$ cat config.mk
export PLATFORM = sky130hd
export DESIGN_NAME = connect4_move_input
export DESIGN_NICKNAME = d
export VERILOG_FILES = /design/src/rtl/connect4_move_input.sv
export SDC_FILE = /design/constraint.sdc
export NUM_CORES = 1
export LEC_CHECK = 0
export ABC_AREA = 0
export CAP_MARGIN = 20
export CORE_ASPECT_RATIO = 2
export CORE_UTILIZATION = 57
export DETAILED_ROUTE_END_ITERATION = 8
export GPL_ROUTABILITY_DRIVEN = 0
export HOLD_SLACK_MARGIN = 0.05
export PLACE_DENSITY = 0.8
export SLEW_MARGIN = 20
export SYNTH_ARGS = -nofsm -noshare
export SYNTH_HDL_FRONTEND = slang
export SYNTH_SLANG_ARGS = --single-unit
$ cat constraint.sdc
create_clock -name CLK -period 2.2 [get_ports CLK]
set_input_delay 0.22 -clock CLK [delete_from_list [all_inputs] [get_ports CLK]]
set_output_delay 0.22 -clock CLK [all_outputs]
set_load 0.01 [all_outputs]
$ cat src/rtl/connect4_move_input.sv
// Connect-4 player input front end: button conditioning, column cursor, turn control and place commands.
// Optional build macro CONNECT4_COL_FULL_CHECK_EN adds per-column fill tracking and the col_full_err pulse.
module connect4_move_input #(
    parameter int DEB_CYCLES  = 16,
    parameter int PLACE_HOLD  = 2,
    parameter int GAP_CYCLES  = 3,
    parameter int CURSOR_INIT = 3
) (
    input  logic       CLK,
    input  logic       NRST,
    input  logic       start,
    input  logic       g_left,
    input  logic       g_right,
    input  logic       g_drop,
    input  logic       o_left,
    input  logic       o_right,
    input  logic       o_drop,
    input  logic [1:0] result,
    output logic [3:0] G,
    output logic [3:0] O,
    output logic [2:0] cursor,
    output logic       turn,
`ifdef CONNECT4_COL_FULL_CHECK_EN
    output logic       col_full_err,
`endif
    output logic       game_over
);

    localparam int DW       = $clog2(DEB_CYCLES + 1);
    localparam int HOLD_MAX = (PLACE_HOLD > GAP_CYCLES) ? PLACE_HOLD : GAP_CYCLES;
    localparam int HW       = $clog2(HOLD_MAX + 1);

    localparam logic [DW-1:0] DEB_LAST  = DW'(DEB_CYCLES - 1);
    localparam logic [HW-1:0] HOLD_LAST = HW'(PLACE_HOLD - 1);
    localparam logic [HW-1:0] GAP_LAST  = HW'(GAP_CYCLES - 1);
    localparam logic [2:0]    CUR_RST   = 3'(CURSOR_INIT);

    typedef enum logic [2:0] {
        S_IDLE,
        S_WAIT_MOVE,
        S_ISSUE,
        S_GAP,
        S_DONE
    } state_t;

    function automatic logic [3:0] place_cmd(input logic [2:0] c);
        return {1'b1, c};
    endfunction

    // Button order: [0] g_left [1] g_right [2] g_drop [3] o_left [4] o_right [5] o_drop
    logic [5:0]    btn_raw;
    logic [5:0]    sync_p0;
    logic [5:0]    sync_p1;
    logic [5:0]    level_p2;
    logic [5:0]    evt_p2;
    logic [DW-1:0] deb_cnt [6];

    assign btn_raw = {o_drop, o_right, o_left, g_drop, g_right, g_left};

    // p0/p1: two-flop synchroniser; p2: debounced level and its rising-edge pulse
    always_ff @(posedge CLK or negedge NRST) begin
        if (!NRST) begin
            sync_p0  <= '0;
            sync_p1  <= '0;
            level_p2 <= '0;
            evt_p2   <= '0;
            for (int i = 0; i < 6; i++) begin
                deb_cnt[i] <= '0;
            end
        end else begin
            sync_p0 <= btn_raw;
            sync_p1 <= sync_p0;
            evt_p2  <= '0;
            for (int i = 0; i < 6; i++) begin
                if (sync_p1[i] == level_p2[i]) begin
                    deb_cnt[i] <= '0;
                end else if (deb_cnt[i] == DEB_LAST) begin
                    deb_cnt[i]  <= '0;
                    level_p2[i] <= sync_p1[i];
                    evt_p2[i]   <= sync_p1[i];
                end else begin
                    deb_cnt[i] <= deb_cnt[i] + DW'(1);
                end
            end
        end
    end

    logic       ev_left;
    logic       ev_right;
    logic       ev_drop;
    logic [2:0] cur_next;
    logic       drop_ok;

    state_t        state;
    logic [HW-1:0] hcnt;
    logic          relaunch;

`ifdef CONNECT4_COL_FULL_CHECK_EN
    logic [2:0] col;
    logic [3:0] fill [8];
`endif

    // The idle player's events are simply not looked at, so they are lost rather than queued.
    always_comb begin
        ev_left  = turn ? evt_p2[3] : evt_p2[0];
        ev_right = turn ? evt_p2[4] : evt_p2[1];
        ev_drop  = turn ? evt_p2[5] : evt_p2[2];
        cur_next = cursor;
        if (ev_left && !ev_right) begin
            cur_next = cursor - 3'd1;
        end else if (ev_right && !ev_left) begin
            cur_next = cursor + 3'd1;
        end
`ifdef CONNECT4_COL_FULL_CHECK_EN
        drop_ok = (fill[cursor] != 4'd8);
`else
        drop_ok = 1'b1;
`endif
    end

    always_ff @(posedge CLK or negedge NRST) begin
        if (!NRST) begin
            state     <= S_IDLE;
            G         <= '0;
            O         <= '0;
            cursor    <= CUR_RST;
            turn      <= 1'b0;
            game_over <= 1'b0;
            hcnt      <= '0;
            relaunch  <= 1'b0;
`ifdef CONNECT4_COL_FULL_CHECK_EN
            col          <= '0;
            col_full_err <= 1'b0;
            for (int c = 0; c < 8; c++) begin
                fill[c] <= '0;
            end
`endif
        end else begin
`ifdef CONNECT4_COL_FULL_CHECK_EN
            col_full_err <= 1'b0;
`endif
            case (state)
                S_IDLE: begin
                    G <= '0;
                    O <= '0;
                    if (start || relaunch) begin
                        state    <= S_WAIT_MOVE;
                        turn     <= 1'b0;
                        cursor   <= CUR_RST;
                        relaunch <= 1'b0;
`ifdef CONNECT4_COL_FULL_CHECK_EN
                        for (int c = 0; c < 8; c++) begin
                            fill[c] <= '0;
                        end
`endif
                    end
                end
                S_WAIT_MOVE: begin
                    // A drop takes priority and uses the cursor as it stood before any move.
                    if (ev_drop && drop_ok) begin
                        state <= S_ISSUE;
                        hcnt  <= '0;
`ifdef CONNECT4_COL_FULL_CHECK_EN
                        col <= cursor;
`endif
                        if (turn) begin
                            O <= place_cmd(cursor);
                        end else begin
                            G <= place_cmd(cursor);
                        end
`ifdef CONNECT4_COL_FULL_CHECK_EN
                    end else if (ev_drop) begin
                        col_full_err <= 1'b1;
`endif
                    end else begin
                        cursor <= cur_next;
                    end
                end
                S_ISSUE: begin
                    if (hcnt == HOLD_LAST) begin
                        G     <= '0;
                        O     <= '0;
                        hcnt  <= '0;
                        state <= S_GAP;
`ifdef CONNECT4_COL_FULL_CHECK_EN
                        fill[col] <= fill[col] + 4'd1;
`endif
                    end else begin
                        hcnt <= hcnt + HW'(1);
                    end
                end
                S_GAP: begin
                    if (hcnt == GAP_LAST) begin
                        hcnt <= '0;
                        if (result == 2'b00) begin
                            turn  <= ~turn;
                            state <= S_WAIT_MOVE;
                        end else begin
                            game_over <= 1'b1;
                            state     <= S_DONE;
                        end
                    end else begin
                        hcnt <= hcnt + HW'(1);
                    end
                end
                S_DONE: begin
                    G <= '0;
                    O <= '0;
                    if (start) begin
                        game_over <= 1'b0;
                        relaunch  <= 1'b1;
                        state     <= S_IDLE;
                    end
                end
                default: begin
                    state <= S_IDLE;
                end
            endcase
        end
    end

endmodule

Yosys cells after proc, flatten, opt, wreduce, memory -nomap -nowiden --
Cells that the tools add are included.
Storage, ports and cells: logic and storage cells 156, input bits 11, bits in registers 73
Cells by class: equal/unequal tests 29, reductions and logical operators 28, bitwise logic cells 7, mux-type cells 60, $add $sub $neg 9
Operators with widths (count):
- 5-bit two-way mux | 12
- 5-bit by 1-bit adder with 5-bit output (second input constant) | 6
- 5-bit by 4-bit == test with 1-bit output (second input constant) | 6
- 3-bit two-way mux | 10
- 4-bit one-hot mux with 3 select lines | 2
- 1-bit two-way mux | 22
- 4-bit two-way mux | 5
- 2-bit inequality test (second input constant) | 10
- 4-bit AND reduction | 5
- 3-bit one-hot mux with 5 select lines | 1
- 2-bit AND reduction | 7
- 2-bit nonzero test | 4
- 1-bit NOT | 7
- 1-bit == test | 6
- 3-bit by 2-bit == test with 1-bit output (second input constant) | 2
- 2-bit two-way mux | 3
- 1-bit one-hot mux with 2 select lines | 3
- 2-bit one-hot mux with 3 select lines | 1
- 3-bit one-hot mux with 2 select lines | 1
- 3-bit nonzero test | 2
- 5-bit AND reduction | 1
- 3-bit by 1-bit adder with 3-bit output (second input constant) | 1
- 3-bit by 1-bit == test with 1-bit output (second input constant) | 1
- 3-bit == test (second input constant) | 1
- other kinds (12) | 14

Logic depth before layout (Yosys ltp) --
depth after elaboration 7, mapped depth 9, mapped depth without buffers 8

Least setup slack after synthesis --
OpenSTA, ideal clock, no wires.
path kind register to register, start point reg turn, end point reg cursor[2], data required time 2.076 ns, path slack 0.336 ns, arrival 1.740 ns, buffers on the path 1, stages on the path, launching flop included 7, cell sequence dfrtp_1 -> buf_2 -> mux2_2 -> ha_1 -> nor3_2 -> or3b_2 -> nand3_1
On the way: cells in the longest elaborated chain, start to end 6, elaborated cells between the ends (all ways) 13, those cells by class 2 x eq/ne; 6 x mux; 5 x reduce/logical
RTL lines:
- start, declared | line 22 | output logic turn,
- start signal, assigned | line 196 | turn <= ~turn;
- 1-bit two-way mux | line 106 | ev_right = turn ? evt_p2[4] : evt_p2[1];
- 1-bit zero test | line 109 | if (ev_left && !ev_right) begin
- 1-bit logical AND | line 109
- 3-bit two-way mux | line 109
- 3-bit two-way mux | line 160 | if (ev_drop && drop_ok) begin
- 3-bit one-hot mux with 2 select lines | line 142 | case (state)
- end signal, assigned | line 176 | cursor <= cur_next;
- end, declared | line 21 | output logic [2:0] cursor,
Several ways; a longest one is shown, not always the timed one. The select of a mux whose other input is x is not followed. A chain may end at the register's enable or synchronous reset.

Final worst setup path --
Ends and elaborated chain as after synthesis.

==> results.md <==
* ANT cells at 0
* Sequential-to-total area share from yosys stat at 0.6016
* Residual DRC at 0
* CP endpoint kind: register
* Hold Buf Count CTS at 1
* Rows at 37
* Commonest non-fill, non-tap cell in the layout: dfrtp_1
* Sink Count at 73
* CTS root buf: clkbuf_8
* Path type of the worst min-delay path: in2reg
* CTS tree: done
* Post-Syn Nets at 277
* Clk pwr share at 0.321
* Net Sw Power at 0.0009682 W
* Post-Syn Area at 3040 sq um
* Vias in the first global route at 1988
* P_int at 0.002466 W
* Clk buf depth at 2
* Mean Syn Cell Area at 11.78 sq um
* Port bufs at 23
* Worst-path maximum fanout at 9
* Area grow syn2layout at 17.94%
* Grt met2 use at 0.3536
* Largest net degree at the start of global routing at 38
* Fillers at 370
* Seq pwr share at 0.466
* GRT Max-Usage Layer: met2
* Combinational Power Share at 0.212
* Fin crit share at 0.8789
* Async SR Flop Fraction at 1.000
* Count of cell types in the netlist at 38
* Total chip power at 0.003434 W
* DR vias/cell at 5.606
* Worst slew margin at 0.6801
* Postcts setup bufs at 0
* Status: complete, no violations
* Max Clock Skew at 0.009496 ns
* CP required at 2.42 ns
* CTS Buf Count at 9
* Grt met1 use at 0.2308
* Initial antenna violation count at 0
* Die W at 53.65 um
* Critical Setup Path Class: reg2reg
* Fmax at 517.1 MHz
* Syn. warnings at 0
* Final Net Count at 312
* IO Count at 24
* Maxcap violations at 0
* Minimum clock period at 1.934 ns
* DR vias at 1990
* Final HPWL DP at 3483 um
* Tightest Pin Transition at 0.4798 ns
* Total wire length at 4967 um
* Most frequent cells in the layout: dfrtp_1, nor2_1, clkdlybuf4s50_1
* GRT Overall Usage at 0.2137
* Slew Limit Fails at 0
* Met3 usage at 0.06638
* CP Launch Type: register
* TNS Setup at 0 ns
* Reg2reg setup slack at 0.27 ns
* Unrepaired setup endpoints after global routing: false
* Cells after synthesis at 258
* WL/cell at 13.99 um
* Leakage at 1.753 nW
* Die height at 105.3 um
* Worst-Skew Late Latency at 0.34 ns
* Die area at 5648 sq um
* Cts repair resizes at 0
* First-pass GRT wire length at 8569 um
* Sw Share at 0.2819
* Crit path DAT at 2.15 ns
* Power Density at 957.6 nW/um^2
* Post-synth EDFFs at 0
* Final setup fails at 0
* Top_reg_cell synth: dfrtp_1
* GR Overflow Total at 0
* Antenna Nets Post-Route at 0
* DR iter-0 viols at 33
* Drt pass-1 iters at 4
* Total number of H-tree levels at 3
* Clock-pin slew on the worst setup and hold paths at 0.07 ns
* Initial Utilization at 0.5917
* FF+latch count, synth at 73
* Final hold violation count at 0
* Core area at 5139 sq um
* Worst IR Drop VDD at 658.1 uV
* Fraction of layout cells with a size suffix above 1 at 0.1178
-- sequential cells by signal (all words and copies together) (netlist names) --
name,cells
state,3
O,4
sync_p0,6
evt_p2,6
relaunch,1
sync_p1,6
turn,1
level_p2,6
deb_cnt,30
hcnt,2
G,4
cursor,3
game_over,1
-- metal layers --
layer	part of all wire	up-vias	wire, um
li1	-	948	-
met1	0.40	994	1989
met2	0.55	39	2712
met3	0.031	9	155
met4	0.022	0	110
met5	0	-	0
-- final cells by class --
type / count / area [sq um] / share of cell area
Multi-Input combinational cell: 169 / 1149 / 0.3203
Clock inverter: 5 / 81.33 / 0.02268
Timing Repair Buffer: 29 / 285.3 / 0.07955
Clock buffer: 10 / 127.6 / 0.03559
Tap cell: 58 / 72.57 / 0.02024
Inverter: 11 / 41.29 / 0.01151
Sequential cell: 73 / 1829 / 0.5101
-- worst max-delay path, stage by stage, from the launching register on --
cell	delay, ns
dfrtp_1	0.49
mux2_2	0.37
ha_1	0.30
nor3_2	0.38
or3b_2	0.20
nand3_1	0.07
-- synth_stat cells (all sizes together) (2+ instances only) --
library cell | number | share of area
and3 | 5 | 0.010
nor3 | 4 | 0.0082
nor3b | 5 | 0.012
ha | 7 | 0.029
nor4b | 5 | 0.014
or3b | 3 | 0.0086
buf | 2 | 0.0033
dfrtp | 71 | 0.58
xnor2 | 3 | 0.0086
dfstp | 2 | 0.017
xor2 | 16 | 0.046
nor2 | 32 | 0.040
clkbuf | 3 | 0.0037
nand3b | 3 | 0.0074
a22o | 3 | 0.0086
and2 | 7 | 0.014
nand2b | 3 | 0.0062
a21oi | 10 | 0.016
inv | 11 | 0.014
nand3 | 14 | 0.023
mux2i | 5 | 0.016
o21ai | 10 | 0.016
o21a | 2 | 0.0049
nand2 | 10 | 0.012
nor2b | 3 | 0.0062
mux2 | 10 | 0.040
-- cell families (layout without fill, tap and decap cells) --
family | count (synthesis) | after routing | share of synthesized area
compound gates | 31 | 31 | 0.06256
fa+ha+maj | 8 | 8 | 0.03539
xor+xnor | 19 | 19 | 0.05473
simple gates | 96 | 96 | 0.1691
buf+inv | 16 | 55 | 0.02058
mux | 15 | 15 | 0.05597
flops | 73 | 73 | 0.6016
-- per-stage QoR --
step | utilization | cells | instance area [sq um] | setup slack [ns] | hold WS [ns]
after global placement | 0.6552 | 339 | 3367 | 0.3277 | 0.1906
final | 0.6978 | 355 | 3586 | 0.2663 | 0.3119
after CTS | 0.6978 | 355 | 3586 | 0.2406 | 0.2917
after global routing | 0.6978 | 355 | 3586 | 0.1523 | 0.2871
after floorplan | - | 258 | 3040 | 0.3358 | -0.07559
after detailed placement | 0.6552 | 339 | 3367 | 0.2570 | 0.1963
-- power groups by stage --
stage / Sequential, W / Combinational, W / Clock (W)
after global placement: 0.00161 / 0.000709 / 0
final: 0.00160 / 0.000729 / 0.00110
after floorplan: 0.00158 / 0.000526 / 0
after global routing: 0.00162 / 0.000809 / 0.00119
after CTS: 0.00160 / 0.000733 / 0.00113
after detailed placement: 0.00162 / 0.000720 / 0
-- final timing paths --
kind,startpoint,cells after the start,endpoint
setup / recovery,turn,5,cursor[2]
hold / removal,o_left,1,sync_p0[3]
setup reg to reg,turn,5,cursor[2]
hold reg to reg,sync_p0[2],0,sync_p1[2]
max in group asynchronous,NRST,3,cursor[0]
min in group asynchronous,NRST,2,deb_cnt[10]
No activity file was read; power rests on OpenSTA's default activity.
==> patch 1 (same settings) <==
Put one more register stage on the output `G`, with the module's reset. The value now appears one clock later. The other outputs are not delayed to match.
--- a/src/rtl/connect4_move_input.sv
+++ b/src/rtl/connect4_move_input.sv
@@ -43,4 +43,6 @@
         S_DONE
     } state_t;
+
+    logic [3:0] G_s0;
 
     function automatic logic [3:0] place_cmd(input logic [2:0] c);
@@ -122,5 +124,5 @@
         if (!NRST) begin
             state     <= S_IDLE;
-            G         <= '0;
+            G_s0      <= '0;
             O         <= '0;
             cursor    <= CUR_RST;
@@ -142,5 +144,5 @@
             case (state)
                 S_IDLE: begin
-                    G <= '0;
+                    G_s0 <= '0;
                     O <= '0;
                     if (start || relaunch) begin
@@ -167,5 +169,5 @@
                             O <= place_cmd(cursor);
                         end else begin
-                            G <= place_cmd(cursor);
+                            G_s0 <= place_cmd(cursor);
                         end
 `ifdef CONNECT4_COL_FULL_CHECK_EN
@@ -179,5 +181,5 @@
                 S_ISSUE: begin
                     if (hcnt == HOLD_LAST) begin
-                        G     <= '0;
+                        G_s0  <= '0;
                         O     <= '0;
                         hcnt  <= '0;
@@ -205,5 +207,5 @@
                 end
                 S_DONE: begin
-                    G <= '0;
+                    G_s0 <= '0;
                     O <= '0;
                     if (start) begin
@@ -220,4 +222,12 @@
     end
 
+    always_ff @(posedge CLK or negedge NRST) begin
+        if (!NRST) begin
+            G <= '0;
+        end else begin
+            G <= G_s0;
+        end
+    end
+
 endmodule
 
Behaviour: no difference found for any inputs over 10 cycles, from zero or initial values and one cycle with NRST low; that may be too few to reach the edited logic, so the function may still have changed.
==> patch 1 against the unedited design <==
  * Setup slack got worse by 0.036 ns
  * Final area decreased by 0.38%
  * Core utilization decreased by 0.89 points
  * Synthesized area increased by 1.2%
  * Synthesized cell count decreased by 1.2%
  * Wire length decreased by 2.9%
  * Largest cell class unchanged
  * Sequential cell count increased by 4
Power is not compared: it rests on default switching activity, and its combinational part moved more than twofold at a synthesized area within 25%.
==> patch 1: results <==
{
  "seq_area_frac_synth_pct": 62.7,
  "grt_max_degree": 78,
  "gr-usage-all-layers_pct": 21.3,
  "status": "completed",
  "fin_nets": 308,
  "slowest_delay_ns": 0.41,
  "grt_pass1_wl_mm": 8.49,
  "place_inst": 335,
  "stdcell_count": 351,
  "synth_cell_types": 41,
  "path_max_fanout": 3,
  "cts-root-buf": "clkbuf_8",
  "dr.first_iter.drc_count": 39,
  "synth_fp_nets": 274,
  "fill_cells": 404,
  "wirelength_mm": 4.82,
  "drive_gt1_share_pct": 10.9,
  "viasPerCell": 5.56,
  "crit_arrival_ns": 2.20,
  "synth.area.top_cells": "dfrtp_1 (61%), xor2_1 (4.6%), nor2_1 (3.4%)",
  "ys_top_cells_by_count": "dfrtp_1 (75), nor2_1 (28), nand2_1 (16), xor2_1 (16), nand3_1 (14)",
  "syn_area_per_cell_um2": 12.1,
  "grt_pass1_vias": 1974,
  "finalClockSkew_ns": 0.00875,
  "place_hpwl_mm": 3.39,
  "relSlewSlack_pct": 67.9
}
[patch 1: worst paths after layout]
check | slack, ns | depth (start not counted) | start | to
worst min register to register | 0.35 | 0 | sync_p0[2] | sync_p1[2]
worst max register to register | 0.23 | 7 | turn | cursor[2]
worst min-delay path | 0.31 | 1 | g_left | sync_p0[0]
max in group asynchronous | 1.45 | 3 | NRST | cursor[0]
min in group asynchronous | 0.42 | 3 | NRST | state[1]
worst max-delay path | 0.23 | 7 | turn | cursor[2]
[patch 1: metal layers]
metal / track usage, % / wire length, um
met1: 24.2 / 1870
met2: 33.7 / 2640
met5: 0 / 0
met3: 6.15 / 167
met4: 12.8 / 145
[patch 1: through the flow]
step	utilization, %	setup slack (ns)	area, um^2
6_report	68.9	0.230	3570
5_1_grt	68.9	0.124	3570
4_1_cts	68.9	0.219	3570
3_5_place_dp	65.2	0.226	3380
3_3_place_gp	65.2	0.294	3380
2_1_floorplan	-	0.171	3080
[patch 1: cell type report]
| type | instances | area, um^2 | share of cell area [%] |
|---|---|---|---|
| clock inverters | 5 | 52.6 | 1.47 |
| well taps | 58 | 72.6 | 2.03 |
| clock buffers | 10 | 128 | 3.57 |
| flip-flops and latches | 77 | 1930 | 54.0 |
| repair buffers | 27 | 273 | 7.64 |
| multi-input cells | 162 | 1070 | 30.0 |
| inverters | 12 | 45.0 | 1.26 |
[patch 1: cells by family (layout without fill, tap and decap cells)]
kind of cell | after synthesis | after routing | synth area share [%]
compound gates | 35 | 35 | 6.79
buf+inv | 16 | 54 | 2.48
mux | 10 | 10 | 3.94
flops | 77 | 77 | 62.7
fa+ha+maj | 8 | 8 | 3.50
simple gates | 90 | 90 | 15.2
xor+xnor | 19 | 19 | 5.41
[patch 1: where the power goes]
group	leakage (nW)	internal, W	total (W)	switching (W)
clock	0.0919	0.000512	0.000989	0.000477
combinational	0.620	0.0000719	0.000159	0.0000874
sequential	1.02	0.00146	0.00151	0.0000417
total	1.73	0.00205	0.00265	0.000607
[patch 1: critical path, delay by kind of cell, from the launching register on]
| family | cells | cell delay, ns |
|---|---|---|
| buffers and inverters | 1 | 0.06 |
| multiplexers | 1 | 0.24 |
| AND/OR/NAND/NOR | 1 | 0.19 |
| flip-flops | 1 | 0.41 |
| AO/OA/AOI/OAI | 1 | 0.26 |
| XOR/XNOR | 1 | 0.16 |
| adder cells (fa/ha/maj) | 2 | 0.54 |
==> patch 2 (same flow settings) <==
Without the edit above. Change the parameter `PLACE_HOLD` from 2 to 4.
--- a/src/rtl/connect4_move_input.sv
+++ b/src/rtl/connect4_move_input.sv
@@ -3,5 +3,5 @@
 module connect4_move_input #(
     parameter int DEB_CYCLES  = 16,
-    parameter int PLACE_HOLD  = 2,
+    parameter int PLACE_HOLD  = 4,
     parameter int GAP_CYCLES  = 3,
     parameter int CURSOR_INIT = 3
Check against the original RTL: no difference found for any inputs over 10 cycles, from zero or initial values and one cycle with NRST low; that may be too few to reach the edited logic, so the function may still have changed.
==> patch 2 against the unedited design <==
  * Core utilization rose by 1.5 points
  * Setup slack better by 0.018 ns
  * Sequential cell count increased by 1
  * Final area increased by 3.1%
  * Synthesized area grew 2.6%
  * Final cell count up 2.8%
  * First-iteration DRC count up 18%
  * Synthesized cell count increased by 3.1%
  * Wire length grew 6.7%
  * Critical path type unchanged
  * Critical endpoint unchanged
Power is not compared: it rests on default switching activity, and its combinational part moved more than twofold at a synthesized area within 25%.
==> patch 2: results <==
{
  "place_hpwl_mm": 3.71,
  "fin_nets": 325,
  "slowest_delay_ns": 0.41,
  "cts_resized": 0,
  "power.switching_w": 0.000602,
  "gr-usage-all-layers_pct": 22.7,
  "synth_compound_area_share_pct": 8.39,
  "grt_max_degree": 34,
  "synth_fa_ha_area_share_pct": 5.06,
  "synth_fp_nets": 289,
  "regMostFlops": "deb_cnt",
  "clk_latency_ns": 0.35,
  "drt_first_pass_iters": 4,
  "seq_area_frac_synth_pct": 59.5,
  "relSlewSlack_pct": 58.2,
  "dr.first_iter.drc_count": 39,
  "wl_per_cell_um": 14.5,
  "ys_async_sr_fraction_pct": 100,
  "ys_top_cells_by_count": "dfrtp_1 (72), nor2_1 (38), o21ai_0 (15), inv_1 (13), xor2_1 (13)",
  "clockBufferDepth": 2,
  "synth_cell_types": 39,
  "grt_pass1_vias": 2097,
  "portBuffers": 23,
  "clk_pin_slew_ns": 0.08,
  "path_max_fanout": 3,
  "crit_arrival_ns": 2.15,
  "htreeDepth": 3,
  "ir_drop_v": 0.000674,
  "synthMuxAreaShare_pct": 3.65,
  "synth.area.top_cells": "dfrtp_1 (58%), nor2_1 (4.6%), ha_1 (4.4%)",
  "drive_gt1_share_pct": 11.7,
  "ys.warnings.count": 0,
  "finalClockSkew_ns": 0.00902,
  "status": "completed",
  "p_leak_nw": 1.76,
  "viasPerCell": 5.55,
  "synth_xor_area_share_pct": 4.78,
  "cts_inserted_buffers": 9,
  "grt-ovfl-total": 0,
  "grt_pass1_wl_mm": 9.13
}
==> patch 2: changes by cell type after synthesis, moves of 3 or more <==
cell	delta
o21ai_0	+5
a22o_1	+3
ha_1	+4
nor3b_1	-3
mux2i_1	-3
nor2_1	+6
xor2_1	-3
==> patch 2: power groups by stage <==
stage | Clock, W | Sequential, W | Combinational (W)
2_1_floorplan | 0 | 0.00147 | 0.0000709
3_3_place_gp | 0 | 0.00147 | 0.000154
3_5_place_dp | 0 | 0.00148 | 0.000160
4_1_cts | 0.00124 | 0.00145 | 0.000165
5_1_grt | 0.00130 | 0.00146 | 0.000186
6_report | 0.00121 | 0.00145 | 0.000160
==> patch 2: cell families after synthesis <==
kind of cell | after synthesis
and+or+nand+nor | 97
DFF | 74
AOI/OAI and AO/OA | 39
xor gates and xnor gates | 17
buffers and inverters | 17
adders and majority gates | 12
muxes | 10
==> patch 2: critical path: cells and delay by family (launching register included) <==
kind,cells,cell delay [ns]
adders and majority gates,2,0.56
DFF,1,0.41
xor gates and xnor gates,1,0.16
AOI/OAI and AO/OA,2,0.21
and+or+nand+nor,1,0.15
buffers and inverters,1,0.06
muxes,1,0.24
==> patch 2: path summary, 6_finish.rpt <==
check / start / end / slack, ns / cells past startpoint
worst max-delay path: turn / cursor[2] / 0.28 / 8
worst min-delay path: o_drop / sync_p0[5] / 0.31 / 1
worst max register to register: turn / cursor[2] / 0.28 / 8
worst min register to register: sync_p0[5] / sync_p1[5] / 0.35 / 0
max in group asynchronous: NRST / cursor[0] / 1.05 / 3
min in group asynchronous: NRST / hcnt[0] / 0.42 / 2
==> patch 2: through the flow <==
stage | utilization [%] | area [um^2] | instances | total power [W] | setup WS [ns]
detailed placement | 66.5 | 3450 | 348 | 0.00164 | 0.302
global placement | 66.5 | 3450 | 348 | 0.00163 | 0.346
finish | 71.3 | 3700 | 365 | 0.00282 | 0.285
global route | 71.3 | 3700 | 365 | 0.00295 | 0.175
CTS | 71.3 | 3700 | 365 | 0.00286 | 0.283
floorplan | - | 3120 | 266 | 0.00154 | 0.200
==> patch 2: metal layers <==
| layer | global-route usage [%] | routed length, um | share of wire [%] | vias up |
|---|---|---|---|---|
| li1 | - | - | - | 989 |
| met4 | 13.2 | 139 | 2.6 | 0 |
| met5 | 0 | 0 | 0 | - |
| met1 | 24.5 | 2090 | 39 | 989 |
| met2 | 37.5 | 2920 | 55 | 38 |
| met3 | 6.52 | 159 | 3.0 | 11 |
==> patch 2: cell type report <==
class / count / area [um^2]
fill: 374 / 1490
clock buffer: 12 / 165
sequential: 74 / 1850
timing repair buffer: 29 / 285
multi-input combinational: 175 / 1200
clock inverter: 4 / 72.6
tap: 58 / 72.6
inverter: 13 / 48.8
